### config.mk
export PLATFORM = sky130hd
export DESIGN_NAME = rvvi_retire_sequencer
export DESIGN_NICKNAME = d
export VERILOG_FILES = /design/src/rtl/rvvi_seq_pkg.sv /design/src/rtl/rvvi_seq_fifo.sv /design/src/rtl/rvvi_retire_sequencer.sv
export SDC_FILE = /design/constraint.sdc
export NUM_CORES = 2
export LEC_CHECK = 0
export CORE_MARGIN = 3
export CORE_UTILIZATION = 25
export CTS_BUF_LIST = sky130_fd_sc_hd__clkbuf_4 sky130_fd_sc_hd__clkbuf_8
export DETAILED_ROUTE_END_ITERATION = 10
export GPL_TIMING_DRIVEN = 0
export PLACE_DENSITY_LB_ADDON = 0.05
export SLEW_MARGIN = 25
export SYNTH_ARGS = -nofsm -noshare
export SYNTH_HDL_FRONTEND = slang
export SYNTH_SLANG_ARGS = --single-unit
### constraint.sdc
create_clock -name clk -period 5.32 [get_ports clk]
set_clock_uncertainty 0.05 [all_clocks]
set_input_delay 1.064 -clock clk [delete_from_list [all_inputs] [get_ports clk]]
set_output_delay 1.064 -clock clk [all_outputs]
set_load 0.05 [all_outputs]
### src/rtl/rvvi_seq_pkg.sv
// rvvi_seq_pkg: shared types and helpers for the RVVI retire sequencer.
// The record carries insn/pc at their widest supported widths (32/64);
// narrower ILEN/XLEN builds are zero-extended into these fields.
package rvvi_seq_pkg;

    localparam int MAX_NHART  = 8;
    localparam int MAX_RETIRE = 4;
    localparam int REC_ILEN   = 32;
    localparam int REC_XLEN   = 64;

    // One serialized retirement as seen by the coverage sampler.
    typedef struct packed {
        logic [2:0]          hart;
        logic [1:0]          slot;
        logic [REC_ILEN-1:0] insn;
        logic [REC_XLEN-1:0] pc;
        logic                trap;
    } rvvi_seq_rec_t;

    typedef struct packed {
        logic [2:0] hart;
        logic [1:0] slot;
    } rvvi_seq_hs_t;

    // Flat slot index (hart*RETIRE+slot) back to its {hart, slot} pair.
    function automatic rvvi_seq_hs_t slot_to_hs(input int idx, input int retire);
        rvvi_seq_hs_t hs;
        hs.hart = 3'(idx / retire);
        hs.slot = 2'(idx % retire);
        return hs;
    endfunction

endpackage

### src/rtl/rvvi_seq_fifo.sv
// rvvi_seq_fifo: multi-push, single-pop FIFO. The caller compacts the
// records to push into push_data[0 .. push_cnt-1] and guarantees that
// push_cnt never exceeds the free space (including a same-cycle pop), and
// that pop is only raised while out_valid is high.
module rvvi_seq_fifo
    import rvvi_seq_pkg::*;
#(
    parameter  int DEPTH = 16,
    parameter  int NPUSH = 1,
    localparam int AW    = $clog2(DEPTH),
    localparam int CW    = AW + 1,
    localparam int PW    = $clog2(NPUSH + 1)
) (
    input  logic          clk,
    input  logic          reset_n,
    input  rvvi_seq_rec_t push_data [NPUSH],
    input  logic [PW-1:0] push_cnt,
    input  logic          pop,
    output logic          out_valid,
    output rvvi_seq_rec_t out_rec,
    output logic [CW-1:0] count
);

    rvvi_seq_rec_t r_mem [DEPTH];
    logic [AW-1:0] r_wr_ptr;
    logic [AW-1:0] r_rd_ptr;
    logic [CW-1:0] r_count;

    // Storage, pointers and count; reset discards everything held.
    always_ff @(posedge clk or negedge reset_n) begin
        if (!reset_n) begin
            r_wr_ptr <= '0;
            r_rd_ptr <= '0;
            r_count  <= '0;
            for (int i = 0; i < DEPTH; i++) begin
                r_mem[i] <= '0;
            end
        end else begin
            for (int i = 0; i < NPUSH; i++) begin
                if (i < int'(push_cnt)) begin
                    r_mem[AW'(int'(r_wr_ptr) + i)] <= push_data[i];
                end
            end
            r_wr_ptr <= r_wr_ptr + AW'(push_cnt);
            r_rd_ptr <= r_rd_ptr + AW'(pop);
            r_count  <= r_count + CW'(push_cnt) - CW'(pop);
        end
    end

    // Head comes straight from registered storage, so no input reaches it
    // combinationally; it is held while the sampler stalls.
    assign out_valid = (r_count != '0);
    assign out_rec   = out_valid ? r_mem[r_rd_ptr] : '0;
    assign count     = r_count;

endmodule

### src/rtl/rvvi_retire_sequencer.sv
// rvvi_retire_sequencer: serializes every hart/retire slot of the RVVI
// trace into one ordered record stream. Valid slots are compacted
// hart-major starting at a round-robin hart, slot 0 first within a hart,
// and pushed into a FIFO; whatever does not fit is dropped and counted.
// Optional per-hart accepted-retirement counters: RVVI_SEQ_STATS_EN.
module rvvi_retire_sequencer
    import rvvi_seq_pkg::*;
#(
    parameter  int ILEN   = 32,
    parameter  int XLEN   = 64,
    parameter  int NHART  = 1,
    parameter  int RETIRE = 1,
    parameter  int DEPTH  = 16,
    localparam int NS     = NHART * RETIRE,
    localparam int CW     = $clog2(DEPTH) + 1,
    localparam int RW     = $bits(rvvi_seq_rec_t)
) (
    input  logic                 clk,
    input  logic                 reset_n,
    input  logic [NS-1:0]        in_valid,
    input  logic [NS*ILEN-1:0]   in_insn,
    input  logic [NS*XLEN-1:0]   in_pc,
    input  logic [NS-1:0]        in_trap,
    output logic                 out_valid,
    input  logic                 out_ready,
    output logic [RW-1:0]        out_rec,
    output logic [CW-1:0]        occupancy,
    output logic                 overflow,
    output logic [15:0]          drop_count,
    output logic [NHART*32-1:0]  retired_count
);

    localparam int PW  = $clog2(NS + 1);
    localparam int SIW = (NS > 1) ? $clog2(NS) : 1;
    localparam int HW  = (NHART > 1) ? $clog2(NHART) : 1;

    rvvi_seq_rec_t w_slot_rec  [NS];
    rvvi_seq_rec_t w_push_data [NS];
    rvvi_seq_rec_t w_head;
    logic [PW-1:0] w_push_cnt;
    logic [PW-1:0] w_drop_cnt;
    logic [CW-1:0] w_count;
    logic          w_fifo_valid;
    logic          w_pop;
    logic [16:0]   w_drop_sum;
    logic [HW-1:0] r_rr_ptr;
    logic          r_overflow;
    logic [15:0]   r_drop_count;
`ifdef RVVI_SEQ_STATS_EN
    logic [2:0]    w_hart_acc [NHART];
    logic [31:0]   r_retired  [NHART];
`endif

    // Per-slot record with its fixed {hart, slot} tag.
    for (genvar g = 0; g < NS; g++) begin : g_slot
        localparam rvvi_seq_hs_t HS = slot_to_hs(g, RETIRE);
        assign w_slot_rec[g] = '{hart: HS.hart,
                                 slot: HS.slot,
                                 insn: REC_ILEN'(in_insn[g*ILEN +: ILEN]),
                                 pc:   REC_XLEN'(in_pc[g*XLEN +: XLEN]),
                                 trap: in_trap[g]};
    end

    // A pop this cycle frees its entry for this cycle's pushes.
    assign w_pop = w_fifo_valid & out_ready;

    // Round-robin compaction: fill free space in push order, drop the rest.
    always_comb begin
        int v_free;
        int v_pos;
        int v_nvalid;
        int v_h;
        int v_idx;
        v_free   = DEPTH - int'(w_count) + int'(w_pop);
        v_pos    = 0;
        v_nvalid = 0;
        v_h      = 0;
        v_idx    = 0;
        for (int p = 0; p < NS; p++) begin
            w_push_data[p] = '0;
        end
`ifdef RVVI_SEQ_STATS_EN
        for (int h = 0; h < NHART; h++) begin
            w_hart_acc[h] = '0;
        end
`endif
        for (int k = 0; k < NHART; k++) begin
            v_h = (int'(r_rr_ptr) + k) % NHART;
            for (int s = 0; s < RETIRE; s++) begin
                v_idx = v_h * RETIRE + s;
                if (in_valid[SIW'(v_idx)]) begin
                    v_nvalid = v_nvalid + 1;
                    if (v_pos < v_free) begin
                        w_push_data[SIW'(v_pos)] = w_slot_rec[SIW'(v_idx)];
                        v_pos = v_pos + 1;
`ifdef RVVI_SEQ_STATS_EN
                        w_hart_acc[HW'(v_h)] = w_hart_acc[HW'(v_h)] + 3'd1;
`endif
                    end
                end
            end
        end
        w_push_cnt = PW'(v_pos);
        w_drop_cnt = PW'(v_nvalid - v_pos);
    end

    rvvi_seq_fifo #(
        .DEPTH (DEPTH),
        .NPUSH (NS)
    ) u_fifo (
        .clk       (clk),
        .reset_n   (reset_n),
        .push_data (w_push_data),
        .push_cnt  (w_push_cnt),
        .pop       (w_pop),
        .out_valid (w_fifo_valid),
        .out_rec   (w_head),
        .count     (w_count)
    );

    assign w_drop_sum = {1'b0, r_drop_count} + 17'(w_drop_cnt);

    // Round-robin pointer moves only when something was enqueued; drop
    // tracking saturates and the overflow flag is sticky until reset.
    always_ff @(posedge clk or negedge reset_n) begin
        if (!reset_n) begin
            r_rr_ptr     <= '0;
            r_overflow   <= 1'b0;
            r_drop_count <= '0;
        end else begin
            if (w_push_cnt != '0) begin
                r_rr_ptr <= HW'((int'(r_rr_ptr) + 1) % NHART);
            end
            if (w_drop_cnt != '0) begin
                r_overflow <= 1'b1;
            end
            r_drop_count <= w_drop_sum[16] ? 16'hFFFF : w_drop_sum[15:0];
        end
    end

`ifdef RVVI_SEQ_STATS_EN
    // Per-hart wrapping count of accepted (not dropped) retirements.
    always_ff @(posedge clk or negedge reset_n) begin
        if (!reset_n) begin
            for (int h = 0; h < NHART; h++) begin
                r_retired[h] <= '0;
            end
        end else begin
            for (int h = 0; h < NHART; h++) begin
                r_retired[h] <= r_retired[h] + 32'(w_hart_acc[h]);
            end
        end
    end

    for (genvar h = 0; h < NHART; h++) begin : g_stats
        assign retired_count[h*32 +: 32] = r_retired[h];
    end
`else
    assign retired_count = '0;
`endif

    assign out_valid  = w_fifo_valid;
    assign out_rec    = w_head;
    assign occupancy  = w_count;
    assign overflow   = r_overflow;
    assign drop_count = r_drop_count;

endmodule

==> flow_summary.ini <==
[cts]
worstSkewPairLatency_ps = 980
cts_made_buffers = 325
path_clk_slew_ps = 50
root_buffer = clkbuf_8
cts_tree = yes
cts.sinks = 1582
htree_levels = 5
ctsLongestPathBuffers = 4

[critical_path]
rr_endpoint = drop_count[9]
cpLargestDelayFamily = buffers and inverters
r2r_cells = 16
critPathLaunchType = register
crit_start = u_fifo.count[3]
r2r_slack_ps = 500
cp_slowest_stage_delay_ps = 560
critPathSlowestCell = dlygate4sd2_1
critPathBufInv = 4
end_kind = output pin
path_cells = inv_1 -> ha_1 -> and2_1 -> ha_2 -> or2_4 -> clkbuf_8 -> clkbuf_2 -> o22ai_1 -> dlygate4sd2_1
arrival_ps = 3970
path_class = reg2out
cp_max_fo = 10
r2r-start = u_fifo.count[3]
critPathRequiredTime_ps = 4210

[power_and_ir_drop]
p_leak_nw = 35.4
comb_power_share = 0.376
total_power_mw = 47.1
ir_drop_v = 0.000326
clock_power_share = 0.276
seqPwrFrac = 0.348
swShare = 0.355
p_int_mw = 30.4
p_switching_mw = 16.7
p_per_area_nw_per_um2 = 592

[status]
status = completed

[route]
via_count = 35491
drc_errors = 0
drt-total-wl_mm = 189
dr.pass1.iters = 4
ant_nets = 0
vias_per_cell = 4.21
drtIter0Drc = 1362
wl_per_cell_um = 22.4

[logic_synthesis]
syn-instance-count = 4212
synth_edf_count = 0
ys_ff_latch = 1582
ys.warnings.count = 0
yosysSeqAreaShare = 0.610
synth_ff_type = dfrtp_1
avgSynthCellArea_um2 = 15.4
synthArstFlopShare = 1.00
synthDistinctLibCells = 49
syn-cell-area_um2 = 65000

[grt]
met3_usage = 0.0291
grtUsageMet1 = 0.202
track_usage = 0.144
busiest_layer = met2
grt_pass1_vias = 39133
grt_pass1_wl_mm = 280
grt_use_met2 = 0.226
globalRouteOverflowTotal = 0
antenna_found_initial = 31
grt_max_degree = 127

[die]
io_pins = 258
rows = 186
die_w_um = 516
die_area_um2 = 266000
core_um2 = 258000
start_util = 0.252
die_h_um = 516

[place]
gp_congestion = 0.684
numPortBuffers = 220
dp_hpwl_mm = 123

[sta]
max_freq_ghz = 0.197
hold_violations = 0
tns_ps = 0
grt_setup_unrepaired = true
setup_violations = 0
slew_headroom = 0.303
post-route-period-util = 0.956
finalCriticalPeriod_ps = 5090
final_max_slew_viol_count = 0
worst_slew_pin_slew_ps = 1050

[cells_and_area]
drive_above_1_share = 0.402
fin_nets = 4956
area_growth_pct = 22.3

[min_path]
min_to = u_fifo.r_mem[184]
hold_path_depth = 1
hp-start = u_fifo.r_mem[184]
holdCritPathClass = reg2reg

[job]
max_cap_violations = 0
-- worst max path at each step --
stage | depth (start not counted) | to | slack [ps]
after floorplan | 18 | drop_count[14] | 650
after global placement | 1 | u_fifo.r_mem[185] | -75480
after detailed placement | 10 | out_rec[64] | -930
after CTS | 10 | out_rec[60] | -20
after global routing | 9 | out_rec[91] | -10
final | 9 | out_rec[88] | 230
-- cells in the final DEF, fill, tap and decap left out, drive strengths merged, types with 4 or more instances in the layout --
| cell | instances |
|---|---|
| ha | 19 |
| a21oi | 4 |
| mux2 | 777 |
| diode | 17 |
| xor2 | 9 |
| dfrtp | 1582 |
| mux2i | 195 |
| and3 | 4 |
| conb | 37 |
| inv | 14 |
| mux4 | 388 |
| or3 | 6 |
| o22ai | 101 |
| nor2 | 10 |
| bufinv | 5 |
| clkdlybuf4s15 | 42 |
| nand3 | 11 |
| dlygate4sd2 | 50 |
| clkdlybuf4s50 | 122 |
| nand2 | 21 |
| nor3 | 5 |
| clkinvlp | 4 |
| clkbuf | 1359 |
| buf | 215 |
| xnor2 | 10 |
| clkinv | 11 |
-- power by group through the flow --
stage	sequential (mW)	combinational [mW]	clock (mW)
2_1_floorplan	16.2	11.7	0
3_3_place_gp	16.8	17.9	0
3_5_place_dp	16.5	18.3	0
4_1_cts	16.4	18.4	13.7
5_1_grt	16.7	19.0	14.2
6_report	16.4	17.7	13.0
-- per-layer routing --
| metal | share of wire | routed length, um |
|---|---|---|
| met1 | 0.48 | 90000 |
| met2 | 0.46 | 87100 |
| met3 | 0.039 | 7330 |
| met4 | 0.025 | 4760 |
| met5 | 0.00061 | 115 |
-- synthesized netlist by cell type, drive strengths merged (3+ instances only) --
| cell type | count | share of area |
|---|---|---|
| o41ai | 3 | 0.0013 |
| clkbuf | 846 | 0.049 |
| inv | 11 | 0.00064 |
| buf | 178 | 0.016 |
| mux2 | 777 | 0.13 |
| nor2 | 10 | 0.00058 |
| nand4 | 3 | 0.00029 |
| a21oi | 4 | 0.00037 |
| nand2b | 3 | 0.00029 |
| nand3 | 11 | 0.00085 |
| dfrtp | 1582 | 0.61 |
| mux2i | 195 | 0.030 |
| and3 | 4 | 0.00039 |
| mux4 | 388 | 0.13 |
| o22ai | 101 | 0.010 |
| xor2 | 9 | 0.0012 |
| ha | 19 | 0.0037 |
| o21ai | 3 | 0.00029 |
| or3 | 6 | 0.00058 |
| nor3 | 5 | 0.00056 |
| xnor2 | 10 | 0.0016 |
| nand2 | 21 | 0.0012 |
-- repair_timing --
item	CTS	global route
buffers inserted	6	3
pin swaps	3	1
setup endpoints to repair	277	66
endpoints found under the hold margin	56	0
hold buffers	1	0
gates resized for setup	330	27
-- cells by family after synthesis --
group | share of synthesized area
xor+xnor | 0.00285
fa+ha+maj | 0.00397
simple gates | 0.00624
other cells | 0.0000577
flops | 0.610
mux | 0.299
buf+inv | 0.0651
compound gates | 0.0130
-- through the flow --
stage / utilization / hold slack (ps) / area [um2] / cells / setup slack [ps]
6_report: 0.308 / 397 / 79400 / 8438 / 232
5_1_grt: 0.308 / 408 / 79400 / 8428 / -13.7
4_1_cts: 0.308 / 404 / 79400 / 8418 / -22.1
3_5_place_dp: 0.281 / 392 / 72400 / 7884 / -933
3_3_place_gp: 0.278 / 385 / 71500 / 7852 / -75480
2_1_floorplan: - / 374 / 65100 / 4248 / 646
-- layout make-up --
type,count,area (um2)
Fill cell,25492,178000
Sequential cell,1582,39600
Multi-Input combinational cell,1631,21500
Clock buffer,506,6310
Buffer,1022,4440
Tap cell,3384,4230
Timing Repair Buffer,262,2990
Clock inverter,23,264
Antenna cell,17,42.5
Inverter,11,41.3
-- sequential cells by signal, indices dropped and copies added (netlist names) --
| name | count |
|---|---|
| u_fifo.r_rd_ptr | 4 |
| u_fifo.r_wr_ptr | 4 |
| overflow | 1 |
| drop_count | 16 |
| u_fifo.r_mem | 1552 |
| u_fifo.count | 5 |
No activity file was read; power rests on OpenSTA's default activity.
